===== src/rtl/pc_sequencer.sv =====
// rtl/pc_sequencer.sv - program counter sequencer with flags, branch, call/return stack and halt/fault states
module pc_sequencer #(
  parameter int PC_WIDTH    = 8,
  parameter int DATA_WIDTH  = 8,
  parameter int STACK_DEPTH = 4
) (
  input  logic                           clk,
  input  logic                           reset,
  input  logic                           Start,
  input  logic [PC_WIDTH-1:0]            StartPC,
  input  logic                           Update,
  input  logic                           NZPWrite,
  input  logic [DATA_WIDTH-1:0]          AluResult,
  input  logic                           BranchEn,
  input  logic [2:0]                     BranchMask,
  input  logic [PC_WIDTH-1:0]            Immediate,
  input  logic                           CallEn,
  input  logic                           RetEn,
  input  logic                           HaltEn,
  output logic [PC_WIDTH-1:0]            CurrentPC,
  output logic [PC_WIDTH-1:0]            NextPC,
  output logic [2:0]                     NZP,
  output logic                           Running,
  output logic                           Done,
  output logic                           Fault,
  output logic [$clog2(STACK_DEPTH):0]   StackCount
);

  localparam int AW = $clog2(STACK_DEPTH);
  localparam int CW = AW + 1;
  localparam logic [CW-1:0] FULL = CW'(STACK_DEPTH);

  localparam logic [1:0] S_IDLE  = 2'd0;
  localparam logic [1:0] S_RUN   = 2'd1;
  localparam logic [1:0] S_DONE  = 2'd2;
  localparam logic [1:0] S_FAULT = 2'd3;

  logic [1:0]          state_q, state_d;
  logic [PC_WIDTH-1:0] pc_q, pc_d;
  logic [2:0]          nzp_q, nzp_d;
  logic [CW-1:0]       sp_q, sp_d;
  logic [PC_WIDTH-1:0] stack_q [STACK_DEPTH];

  logic [PC_WIDTH-1:0] pc_inc;
  logic [PC_WIDTH-1:0] stack_top;
  logic [CW-1:0]       sp_m1;
  logic [2:0]          alu_flags;
  logic                push;
  logic                commit;

  assign pc_inc    = pc_q + PC_WIDTH'(1);
  assign sp_m1     = sp_q - CW'(1);
  assign stack_top = stack_q[sp_m1[AW-1:0]];
  assign alu_flags = AluResult[DATA_WIDTH-1] ? 3'b100 :
                     (AluResult == '0)       ? 3'b010 : 3'b001;
  assign commit    = (state_q == S_RUN) && Update;

  // Branch tests the flags held before this edge, never the ones being written.
  always_comb begin
    NextPC = pc_inc;
    if (HaltEn)                                 NextPC = pc_q;
    else if (RetEn)                             NextPC = stack_top;
    else if (CallEn)                            NextPC = Immediate;
    else if (BranchEn && |(BranchMask & nzp_q)) NextPC = Immediate;
  end

  always_comb begin
    state_d = state_q;
    pc_d    = pc_q;
    nzp_d   = nzp_q;
    sp_d    = sp_q;
    push    = 1'b0;
    if (Start) begin
      state_d = S_RUN;
      pc_d    = StartPC;
      nzp_d   = 3'b000;
      sp_d    = '0;
    end else if (commit) begin
      if (!HaltEn && NZPWrite) nzp_d = alu_flags;
      if (HaltEn) begin
        state_d = S_DONE;
      end else if (RetEn) begin
        if (sp_q == '0) begin
          state_d = S_FAULT;
        end else begin
          pc_d = NextPC;
          sp_d = sp_m1;
        end
      end else if (CallEn) begin
        if (sp_q == FULL) begin
          state_d = S_FAULT;
        end else begin
          pc_d = NextPC;
          sp_d = sp_q + CW'(1);
          push = 1'b1;
        end
      end else begin
        pc_d = NextPC;
      end
    end
  end

  always_ff @(posedge clk or posedge reset) begin
    if (reset) begin
      state_q <= S_IDLE;
      pc_q    <= '0;
      nzp_q   <= 3'b000;
      sp_q    <= '0;
    end else begin
      state_q <= state_d;
      pc_q    <= pc_d;
      nzp_q   <= nzp_d;
      sp_q    <= sp_d;
    end
  end

  // Stack contents are unreachable once the count is cleared, so they skip reset.
  always_ff @(posedge clk) begin
    if (push) stack_q[sp_q[AW-1:0]] <= pc_inc;
  end

  assign CurrentPC  = pc_q;
  assign NZP        = nzp_q;
  assign StackCount = sp_q;
  assign Running    = (state_q == S_RUN);
  assign Done       = (state_q == S_DONE);
  assign Fault      = (state_q == S_FAULT);

endmodule


===== config.mk =====
export PLATFORM = sky130hd
export DESIGN_NAME = pc_sequencer
export DESIGN_NICKNAME = d
export VERILOG_FILES = /design/src/rtl/pc_sequencer.sv
export SDC_FILE = /design/constraint.sdc
export NUM_CORES = 1
export LEC_CHECK = 0
export CORE_ASPECT_RATIO = 2
export CORE_MARGIN = 3
export CORE_UTILIZATION = 53
export CTS_CLUSTER_DIAMETER = 60
export DETAILED_ROUTE_END_ITERATION = 12
export HOLD_SLACK_MARGIN = 0.15
export PLACE_DENSITY = 0.85
export SYNTH_ARGS = -nofsm -noshare
export SYNTH_HDL_FRONTEND = slang
export SYNTH_SLANG_ARGS = --single-unit
export TNS_END_PERCENT = 1

===== constraint.sdc =====
create_clock -name clk -period 3.9 [get_ports clk]
set_clock_uncertainty 0.1 [all_clocks]
set_input_delay 0.585 -clock clk [delete_from_list [all_inputs] [get_ports clk]]
set_output_delay 0.585 -clock clk [all_outputs]
set_load 0.01 [all_outputs]

After elaboration in Yosys (flattened, before gate mapping)
Memories as Yosys holds them, arrays and structs flattened.
Cells that the tools add are included.
{ "word_totals": {"mem_bits_ro": 0, "out_inout_bits": 25, "latchBits": 0, "mem_bits_rw": 32, "mem_count": 1, "regBits": 16} }
{ "classes": {"n_reduce_logical": 16, "addsub": 3, "shift": 0, "n_div": 0, "n_eq_ne": 9, "muxes": 38, "bitwise_logic": 1, "n_mul": 0, "n_lt_le_gt_ge": 0} }
{ "memory_table": {"columns": ["memory", "words", "width", "rd", "rd_ports_with_merged_regs", "write_ports", "line_no", "rtl"], "rows": [
  ["stack_q", 4, 8, 1, 0, 1, "42", "logic [PC_WIDTH-1:0] stack_q [STACK_DEPTH];"]
]} }
{ "op_table": {"columns": ["op", "count"], "rows": [
  ["8-bit two-way mux", 11],
  ["3-bit two-way mux", 11],
  ["2-bit two-way mux", 8],
  ["8-bit by 1-bit adder with 8-bit output (second input constant)", 1],
  ["8-bit zero test", 1],
  ["1-bit two-way mux", 8],
  ["4-bit AND reduction", 2],
  ["4-bit nonzero test", 2],
  ["3-bit inequality test (second input constant)", 2],
  ["5-bit AND reduction", 1],
  ["2-bit equality test (second input constant)", 2],
  ["4-bit by 2-bit inequality test with 1-bit output (second input constant)", 1],
  ["4-bit inequality test (second input constant)", 1],
  ["2-bit nonzero test", 2],
  ["3-bit by 1-bit adder with 3-bit output (second input constant)", 1],
  ["3-bit bitwise AND", 1],
  ["3-bit equality test (second input constant)", 1],
  ["1-bit logical AND", 3],
  ["3-bit zero test", 1],
  ["3-bit nonzero test", 1],
  ["3-bit OR reduction", 1],
  ["3-bit by 1-bit subtractor with 3-bit output (second input constant)", 1],
  ["2-bit by 1-bit equality test with 1-bit output (second input constant)", 1],
  ["2-bit inequality test (second input constant)", 1],
  ["2 further kinds", 2]
]} }

Logic depth before layout (Yosys ltp)
Gate-level depths: netlist of run 1.
{ "logic_depth": {"ltp_word": 13, "mapped_depth": 9, "ltp_nobuf": 7} }

Worst setup path before layout of run 1
OpenSTA, ideal clock, no wires.
{ "synth_path": {"path_kind": "flip-flop to output port", "from": "reg sp_q[0], in the netlist StackCount[0]", "to": "out NextPC[2]", "stages_incl_launch_ff": 8, "t_arrival_ps": 2121, "required_ps": 3215, "slack_ps": 1094, "path_cell_list": "dfrtp_1 -> buf_4 -> inv_1 -> ha_1 -> clkbuf_2 -> mux4_2 -> or3_1 -> and3_1"} }
{ "synth_via": {"elab_chain_len": 4} }
{ "synth_rtl": {"columns": ["item", "line_no", "rtl"], "rows": [
  ["from (decl)", "41", "logic [CW-1:0] sp_q, sp_d;"],
  ["from (signal assigned)", "113", "sp_q <= sp_d;"],
  ["3-bit by 1-bit subtractor with 3-bit output", "52", "assign sp_m1 = sp_q - CW'(1);"],
  ["memory read 4 x 8 bit", null, null],
  ["8-bit two-way mux", "62", "else if (RetEn) NextPC = stack_top;"],
  ["8-bit two-way mux", "61", "if (HaltEn) NextPC = pc_q;"],
  ["to (decl)", "21", "output logic [PC_WIDTH-1:0] NextPC,"]
]} }
No other way between the ends.

Final worst setup path of run 1
{ "layout_path": {"from": "reg sp_q[1], in the netlist StackCount[1]", "to": "out NextPC[5]"} }
The elaborated chain is that of the path after synthesis.

==> results of run 1 <==
==> sequential cells by signal, summed over array words and instances (netlist names) <==
name,cells
CurrentPC,8
NZP,3
StackCount,3
stack_q,32
state_q,2
==> placed cells by master (no fill, tap or decap), types with 3 or more instances in the layout <==
cell	instances
a221oi_1	3
mux2i_1	3
clkbuf_8	5
and3_1	5
nand2_1	29
dfrtp_1	16
xor2_1	4
buf_4	6
a21oi_1	8
nand3_1	9
mux4_2	4
clkdlybuf4s50_1	60
and2_1	6
edfxtp_1	32
inv_1	10
mux2_2	3
nor2b_1	5
o21ai_0	10
a211o_1	3
o211ai_1	3
ha_1	6
a31o_2	3
or3_1	4
nor3_1	4
nor2_1	14
==> critical path, stage by stage, from the launching register on <==
cell and delay, ns:
dfrtp_1 0.40, inv_1 0.11, ha_1 0.57, nand2b_1 0.23
a211oi_1 0.08, a311oi_1 0.38, o211ai_1 0.22, nand2_1 0.10
clkdlybuf4s50_1 0.55
==> stage by stage <==
step | util | instances | total power, uW
detailed placement | 0.6971 | 336 | 982.1
finish | 0.7222 | 344 | 1346
global placement | 0.6971 | 336 | 974.7
CTS | 0.7222 | 344 | 1346
global route | 0.7222 | 344 | 1399
floorplan | - | 225 | 813.0
==> cells in the mapped netlist (all sizes together) <==
cell type / instances
inv: 10
nor2b: 5
or2: 1
a211oi: 2
clkbuf: 4
mux4: 6
and2: 7
a21bo: 1
a21oi: 9
o31ai: 1
nand4: 2
a211o: 3
mux2: 3
xor2: 4
a22o: 1
dfrtp: 16
ha: 6
o311ai: 1
o2111ai: 1
or4: 2
buf: 6
and3b: 1
a221o: 2
a2111oi: 1
and4bb: 1
a221oi: 3
a31o: 3
nand2b: 2
nor2: 14
o21ai: 11
nand3: 9
nand2: 29
and3: 5
xnor2: 2
a311oi: 2
or3: 4
nand3b: 2
edfxtp: 32
a21o: 1
mux2i: 3
nor3: 4
o211ai: 3
==> how the worst min path moves through the flow <==
stage               startpoint      endpoint  slack [ns]  cells past startpoint
detailed placement      NZP[2]        NZP[2]        0.45                      2
finish                  NZP[2]        NZP[2]        0.46                      2
floorplan                reset  CurrentPC[0]        0.40                      1
global route            NZP[1]        NZP[1]        0.51                      2
global placement        NZP[1]        NZP[1]        0.44                      2
CTS                     NZP[2]        NZP[2]        0.46                      2
==> area by class of cell <==
class                           count  share of cell area
Multi-Input combinational cell    157              0.3289
Inverter                           10             0.01130
Timing Repair Buffer               66              0.1944
Clock inverter                      3             0.01394
Clock buffer                        5             0.02072
Sequential cell                    48              0.4099
Tap cell                           55             0.02072
==> per-layer routing <==
metal / vias up / track usage / part of all wire
met5: - / 0 / 0
li1: 962 / - / -
met2: 96 / 0.4602 / 0.58
met1: 975 / 0.2630 / 0.33
met4: 0 / 0.1252 / 0.034
met3: 20 / 0.03587 / 0.053
==> power groups by stage <==
stage          sequential (uW)  combinational [uW]  clock, uW
5_1_grt                    611                 399        390
6_report                   607                 368        371
2_1_floorplan              619                 194          0
3_5_place_dp               618                 364          0
3_3_place_gp               617                 358          0
4_1_cts                    607                 370        369
==> logic make-up (layout without fill, tap and decap cells) <==
group	after synthesis	in the layout	synth area share
AO/OA/AOI/OAI	45	45	0.1251
XOR/XNOR	6	6	0.02069
adder cells (fa/ha/maj)	6	6	0.02956
buffers and inverters	20	84	0.03399
flip-flops	48	48	0.5360
multiplexers	12	12	0.08128
AND/OR/NAND/NOR	88	88	0.1734
==> impl_metrics.env, run 1 <==
export IMPL_status="completed"
export IMPL_fp_coreArea_sq_um=4598
export IMPL_clockBufferDepth=2
export IMPL_critical_path_required_ns=3.21
export IMPL_io_pins=61
export IMPL_leakage_uw=0.001264
export IMPL_period_share=0.9389
export IMPL_overflow=0
export IMPL_start_kind="flop"
export IMPL_ant_nets=0
export IMPL_power_switching_uw=389.8
export IMPL_endpoint_kind="output pin"
export IMPL_fin_tns_setup_ns=0
export IMPL_grt_pass1_vias=2181
export IMPL_path_class="flop to output pin"
export IMPL_synth_area_per_cell_sq_um=11.29
export IMPL_grt_pass1_wl_mm=10.34
export IMPL_ctsResizeCount=0
export IMPL_rr_endpoint="CurrentPC[7]"
export IMPL_fin_nets=330
export IMPL_multiInputGateArea_sq_um=1092
export IMPL_syn2layout_area_growth_pct=30.74
export IMPL_dr_pass1_iters=4
export IMPL_p_clk_frac=0.275
export IMPL_hp_class="flop to flop"
export IMPL_seqCellArea_sq_um=1361
export IMPL_worstReg2RegStart="StackCount[1]"
export IMPL_synth_top_area_share=0.3783
export IMPL_max_freq_ghz=0.2731
export IMPL_post_dp_cell_area_sq_um=3206
export IMPL_relSlewSlack=0.5432
export IMPL_grt_antenna_before_repair=0
export IMPL_whs_ns=0.4631
export IMPL_place_hpwl_mm=5.101
export IMPL_crit_arrival_ns=2.98
export IMPL_cts_made_buffers=5
export IMPL_antenna_cells=0
export IMPL_hold_viol=0
export IMPL_synthTopCellsByArea="edfxtp_1 (38%), dfrtp_1 (16%), nand2_1 (4.3%), mux4_2 (3.5%), ha_1 (3.0%)"
export IMPL_cp_endpoint="NextPC[5]"
export IMPL_synth_seq_cells=48
export IMPL_drive_above_1_share=0.09689
export IMPL_swShare=0.2896
export IMPL_drt_iter0_markers=102
export IMPL_setup_violations_final=0
export IMPL_clock_latency_ns=0.31
export IMPL_routedWlPerCell_um=19.01
export IMPL_comb_power_share=0.274
export IMPL_die_area_sq_um=5709
export IMPL_core_rowCount=35
export IMPL_netlist_area_sq_um=2540
export IMPL_netlist_instances=225
export IMPL_place_congestion=0.8681
export IMPL_worst_slew_pin_slew_ns=0.6844
export IMPL_dp_slack_ns=0.5322
export IMPL_htreeDepth=2
export IMPL_p_per_area_nw_per_um2=405.4
export IMPL_clkSlewWorstSetupHoldPaths_ns=0.10
export IMPL_n_fill_cell=332
export IMPL_cts_root_buffer="clkbuf_8"
export IMPL_rsz0062_at_grt="false"
export IMPL_seqPwrFrac=0.451
export IMPL_cts_setup_buffers=0
export IMPL_port_buffers=60
export IMPL_seq_area_frac_synth=0.5360
export IMPL_syn_num_nets=267
export IMPL_p_int_uw=956.3
export IMPL_ir_drop_uv=330.3
export IMPL_track_usage=0.2550
export IMPL_fp_dieH_um=103.9
export IMPL_start_util=0.5524
export IMPL_hold_buffers=0
export IMPL_synth_distinct_cells=49
export IMPL_cts_tree="built"
export IMPL_slew_violations=0
export IMPL_vias=2053
export IMPL_drcViolationCount=0
export IMPL_ys_warn_count=0
export IMPL_stdcell_area_sq_um=3321
export IMPL_die_width_um=54.95
export IMPL_grt_max_degree=21
export IMPL_avgViaCountPerCell=5.968
export IMPL_setup_slack_ns=0.2385
export IMPL_yosys_area_top_type="edfxtp_1"
export IMPL_critical_path_peak_fanout=10
export IMPL_r2r_slack_ns=1.38
export IMPL_routed_wl_mm=6.538
export IMPL_worstRegToRegCells=7
export IMPL_cts_sinks=48
export IMPL_layout_min_cycle_time_ns=3.662
export IMPL_max_cap_violations=0
export IMPL_critPathLaunch="StackCount[1]"
Note: power is estimated with default switching activity, not from simulation.
==> run 2, diff against run 1 <==
--- a/config.mk
+++ b/config.mk
@@ -7,11 +7,11 @@
 export LEC_CHECK = 0
 export CORE_ASPECT_RATIO = 2
 export CORE_MARGIN = 3
-export CORE_UTILIZATION = 53
+export CORE_UTILIZATION = 45
 export CTS_CLUSTER_DIAMETER = 60
 export DETAILED_ROUTE_END_ITERATION = 12
 export HOLD_SLACK_MARGIN = 0.15
-export PLACE_DENSITY = 0.85
+export PLACE_DENSITY = 0.76
 export SYNTH_ARGS = -nofsm -noshare
 export SYNTH_HDL_FRONTEND = slang
 export SYNTH_SLANG_ARGS = --single-unit
==> constraint.sdc (replaced) <==
create_clock -name clk -period 3.3 [get_ports clk]
set_clock_uncertainty 0.1 [all_clocks]
set_input_delay 0.495 -clock clk [delete_from_list [all_inputs] [get_ports clk]]
set_output_delay 0.495 -clock clk [all_outputs]
set_load 0.01 [all_outputs]
==> run 2 against run 1 <==
Critical path depth unchanged. Flip-flop and latch count unchanged. Critical path type unchanged. Largest power group unchanged. Register-to-register slack worse by 0.39 ns.
==> impl_metrics.env, run 2 (synthesized netlist as in run 1, its figures left out) <==
export IMPL_status="completed"
export IMPL_clockBufferDepth=2
export IMPL_max_cap_violations=0
export IMPL_critPathSlowestCell="clkdlybuf4s50_1"
export IMPL_worst_slew_pin_slew_ns=0.6497
export IMPL_grt_antenna_before_repair=0
export IMPL_routed_wl_mm=6.593
export IMPL_mostFrequentLayoutCell="clkdlybuf4s50_1"
export IMPL_leakage_uw=0.001308
export IMPL_fp_coreArea_sq_um=5468
export IMPL_crit_arrival_ns=2.59
export IMPL_drcViolationCount=0
export IMPL_dr_pass1_iters=4
export IMPL_grt_pass1_wl_mm=11.00
export IMPL_start_util=0.4645
export IMPL_critical_path_required_ns=2.70
export IMPL_grt_max_degree=24
export IMPL_largest_reg_flops=32
export IMPL_drt_iter0_markers=70
export IMPL_cts_made_buffers=5
export IMPL_antenna_cells=0
export IMPL_place_hpwl_mm=5.156
export IMPL_cts_root_buffer="clkbuf_8"
export IMPL_fin_nets=335
export IMPL_clkSlewWorstSetupHoldPaths_ns=0.10
export IMPL_routedWlPerCell_um=18.62
export IMPL_port_buffers=60
export IMPL_cts_sinks=48
export IMPL_critical_path_peak_fanout=6
export IMPL_grt_pass1_vias=2205
export IMPL_htreeDepth=2
export IMPL_place_congestion=0.8262
export IMPL_die_width_um=59.13
export IMPL_clock_latency_ns=0.31
export IMPL_final_core_util=0.6224
export IMPL_dp_slack_ns=0.1229
export IMPL_overflow=0
export IMPL_p_per_area_nw_per_um2=477.7
export IMPL_cts_tree="built"
export IMPL_grt_use_met3=0.05178
export IMPL_gr_max_usage_layer="met2"
export IMPL_ir_drop_uv=467.3
export IMPL_slew_violations=0
export IMPL_use_met2=0.3951
export IMPL_drive_above_1_share=0.1224
export IMPL_path_cells="inv_1 -> ha_4 -> buf_4 -> mux4_2 -> nand2_1 -> o21ai_1 -> a211o_1 -> clkdlybuf4s50_1"
export IMPL_relSlewSlack=0.5664
export IMPL_track_usage=0.2237
export IMPL_r2r_slack_ns=0.99
export IMPL_io_pins=61
export IMPL_stdcell_area_sq_um=3403
export IMPL_mostFrequentLayoutCells="clkdlybuf4s50_1 (59), edfxtp_1 (32), nand2_1 (29)"
export IMPL_setup_slack_ns=0.1144
export IMPL_start_kind="flop"
export IMPL_slowest_delay_ns=0.50
export IMPL_endpoint_kind="output pin"
export IMPL_grt_use_met1=0.2343
export IMPL_period_share=0.9653
export IMPL_fp_dieH_um=112.2
export IMPL_post_dp_cell_area_sq_um=3254
export IMPL_ant_nets=0
export IMPL_hp_class="input pin to async pin"
export IMPL_core_rowCount=38
export IMPL_vias=2073
export IMPL_layout_min_cycle_time_ns=3.186
export IMPL_max_freq_ghz=0.3139
export IMPL_syn2layout_area_growth_pct=33.99
export IMPL_setup_violations_final=0
export IMPL_avgViaCountPerCell=5.856
export IMPL_path_class="flop to output pin"
export IMPL_hold_viol=0
export IMPL_whs_ns=0.4587
export IMPL_die_area_sq_um=6636
[run 2: through the flow]
step / setup TNS [ns] / std cells / total power [uW]
floorplan: 0 / 225 / 960.8
global placement: 0 / 345 / 1167
detailed placement: 0 / 345 / 1175
CTS: 0 / 353 / 1625
global route: -0.001389 / 354 / 1702
finish: 0 / 354 / 1626
[run 2: cell type report]
cell class / count / area (sq um)
Timing Repair Buffer: 71 / 698.2
Fill cell: 422 / 2064
Inverter: 10 / 37.54
Clock inverter: 3 / 46.29
Sequential cell: 48 / 1361
Tap cell: 60 / 75.07
Multi-Input combinational cell: 157 / 1116
Clock buffer: 5 / 68.82
[run 2: report_power, final]
part | total, uW | internal (uW) | leakage, uW | switching [uW]
Combinational | 470 | 244 | 0.000768 | 225
Clock | 439 | 228 | 0.0000548 | 211
Sequential | 717 | 682 | 0.000486 | 34.5
[run 2: worst max-delay path, delay by kind of cell, from the launching register on]
kind	cells	cell delay [ns]
buffers and inverters	3	0.86
adders and majority gates	1	0.27
and+or+nand+nor	1	0.09
AOI/OAI and AO/OA	2	0.36
DFF	1	0.40
muxes	1	0.31
[run 2: routing by layer]
layer / routed length (um) / share of wire / vias up
met3: 367 / 0.056 / 21
li1: - / - / 969
met4: 276 / 0.042 / 0
met5: 0 / 0 / -
met2: 3660 / 0.56 / 79
met1: 2289 / 0.35 / 1004
[run 2: worst paths after layout]
check / start / to / cells past startpoint
worst max-delay path: StackCount[0] / NextPC[4] / 8
worst min-delay path: reset / CurrentPC[6] / 2
worst max register to register: StackCount[0] / CurrentPC[4] / 8
worst min register to register: NZP[1] / NZP[1] / 2
max in group asynchronous: reset / StackCount[1] / 2
min in group clk: NZP[1] / NZP[1] / 2
[run 2: what timing repair did]
action | in CTS | in global routing
gates cloned | 0 | 0
endpoints found under the setup margin | 5 | 4
hold buffers | 0 | 0
endpoints found under the hold margin | 0 | 0
setup buffers | 0 | 1
resized for setup | 3 | 3
==> run 3, diff against run 2 <==
--- a/config.mk
+++ b/config.mk
@@ -5,13 +5,14 @@
 export SDC_FILE = /design/constraint.sdc
 export NUM_CORES = 1
 export LEC_CHECK = 0
+export ABC_CLOCK_PERIOD_IN_PS = 3900
 export CORE_ASPECT_RATIO = 2
 export CORE_MARGIN = 3
-export CORE_UTILIZATION = 45
+export CORE_UTILIZATION = 53
 export CTS_CLUSTER_DIAMETER = 60
 export DETAILED_ROUTE_END_ITERATION = 12
 export HOLD_SLACK_MARGIN = 0.15
-export PLACE_DENSITY = 0.76
+export PLACE_DENSITY = 0.85
 export SYNTH_ARGS = -nofsm -noshare
 export SYNTH_HDL_FRONTEND = slang
 export SYNTH_SLANG_ARGS = --single-unit
==> constraint.sdc (replaced) <==
create_clock -name clk -period 3.9 [get_ports clk]
set_clock_uncertainty 0.1 [all_clocks]
set_input_delay 0.585 -clock clk [delete_from_list [all_inputs] [get_ports clk]]
set_output_delay 0.585 -clock clk [all_outputs]
set_load 0.01 [all_outputs]
==> results of run 3 <==
No change in the layout: final DEF, timing and power equal those of run 1.
==> RTL edit, RTL diff (config.mk and constraints of run 3) <==
The parameter `PC_WIDTH` goes from 8 to 9.
--- a/src/rtl/pc_sequencer.sv
+++ b/src/rtl/pc_sequencer.sv
@@ -1,6 +1,6 @@
 // rtl/pc_sequencer.sv - program counter sequencer with flags, branch, call/return stack and halt/fault states
 module pc_sequencer #(
-  parameter int PC_WIDTH    = 8,
+  parameter int PC_WIDTH    = 9,
   parameter int DATA_WIDTH  = 8,
   parameter int STACK_DEPTH = 4
 ) (
Interface: changed (resized CurrentPC, Immediate, NextPC and StartPC); port bits go from 61 to 65. The function was not compared with the original's and may differ.
==> RTL edit against run 3 <==
Cell count is 4.9% higher. Maximum frequency increased by 4.8%. Setup slack better by 170 ps. Routed wire length is 0.90% higher. Power shrank 3.1%. Sequential cell count increased by 5. Via count is 3.8% higher. Area after synthesis rose by 9.3%. Cell area grew 6.7%. Register-to-register slack better by 290 ps. Global-route usage decreased by 2.7 points. Critical path type is now input port to output port. Highest routed layer unchanged.
==> RTL edit: results <==
[synth]
synthArstFlopShare = 0.321
synth-compound-area-share = 0.143
synth_area_leaders = "edfxtp_1, dfrtp_1, mux2_2, nand2_1, o22ai_1"
synth_xor_area_frac = 0.0284
syn_avg_cell_area_sq_um = 11.7
ys_types = 48
synthMuxAreaShare = 0.0834
synth-seq-area-share = 0.543
synth-edff-count = 36

[critical_path]
worst-r2r-setup-slack_ps = 1670
crit_path_max_incr_delay_ps = 590
r2r-end = "stack_q[0][1]"
cp_slowest_cell = "clkdlybuf4s50_1"

[pwr]
irDropWorstVdd_mv = 0.307
clk-power_w = 0.000331
power_leakage_nw = 1.32

[global_routing]
grt_max_degree = 22
grtUsageTotal = 0.228
grt_pass1_wl_microns = 10900
use_met1 = 0.274

[drt]
num_vias = 2132
wirelength_met1_microns = 2630
wl_met3_microns = 280
first_iter_violations = 114
postRouteWirelength_microns = 6600
wl_met2_microns = 3580

[outcome]
status = "completed"

[final_layout]
fin_cells = 361
nFillCells = 350
largest_reg_flops = 36

[placed_design]
dp_hpwl_microns = 4950
preCtsSetupSlack_ps = 415
-- RTL edit: cell types whose count changed in the layout (fill, tap and decap cells not counted), sizes merged, moves of 5 or more --
| cell | before | now |
|---|---|---|
| o21ai | 11 | 6 |
| mux2 | 3 | 13 |
| nor2 | 14 | 19 |
| o22ai | 0 | 14 |
-- RTL edit: worst max-delay path by stage --
stage	start	to	slack, ps	cells past startpoint
finish	BranchMask[0]	NextPC[1]	410	7
global route	BranchMask[0]	NextPC[1]	270	7
CTS	BranchMask[0]	NextPC[1]	410	7
detailed placement	BranchMask[0]	NextPC[1]	410	7
global placement	BranchMask[0]	NextPC[1]	440	7
floorplan	StackCount[0]	NextPC[1]	1350	7
-- RTL edit: area by class of cell --
type                            instances  share of cell area
Timing Repair Buffer                   68               0.189
Sequential cell                        53               0.425
Clock inverter                          3             0.00742
Clock buffer                            5              0.0194
Tap cell                               57              0.0201
Inverter                                8             0.00848
Multi-Input combinational cell        167               0.330
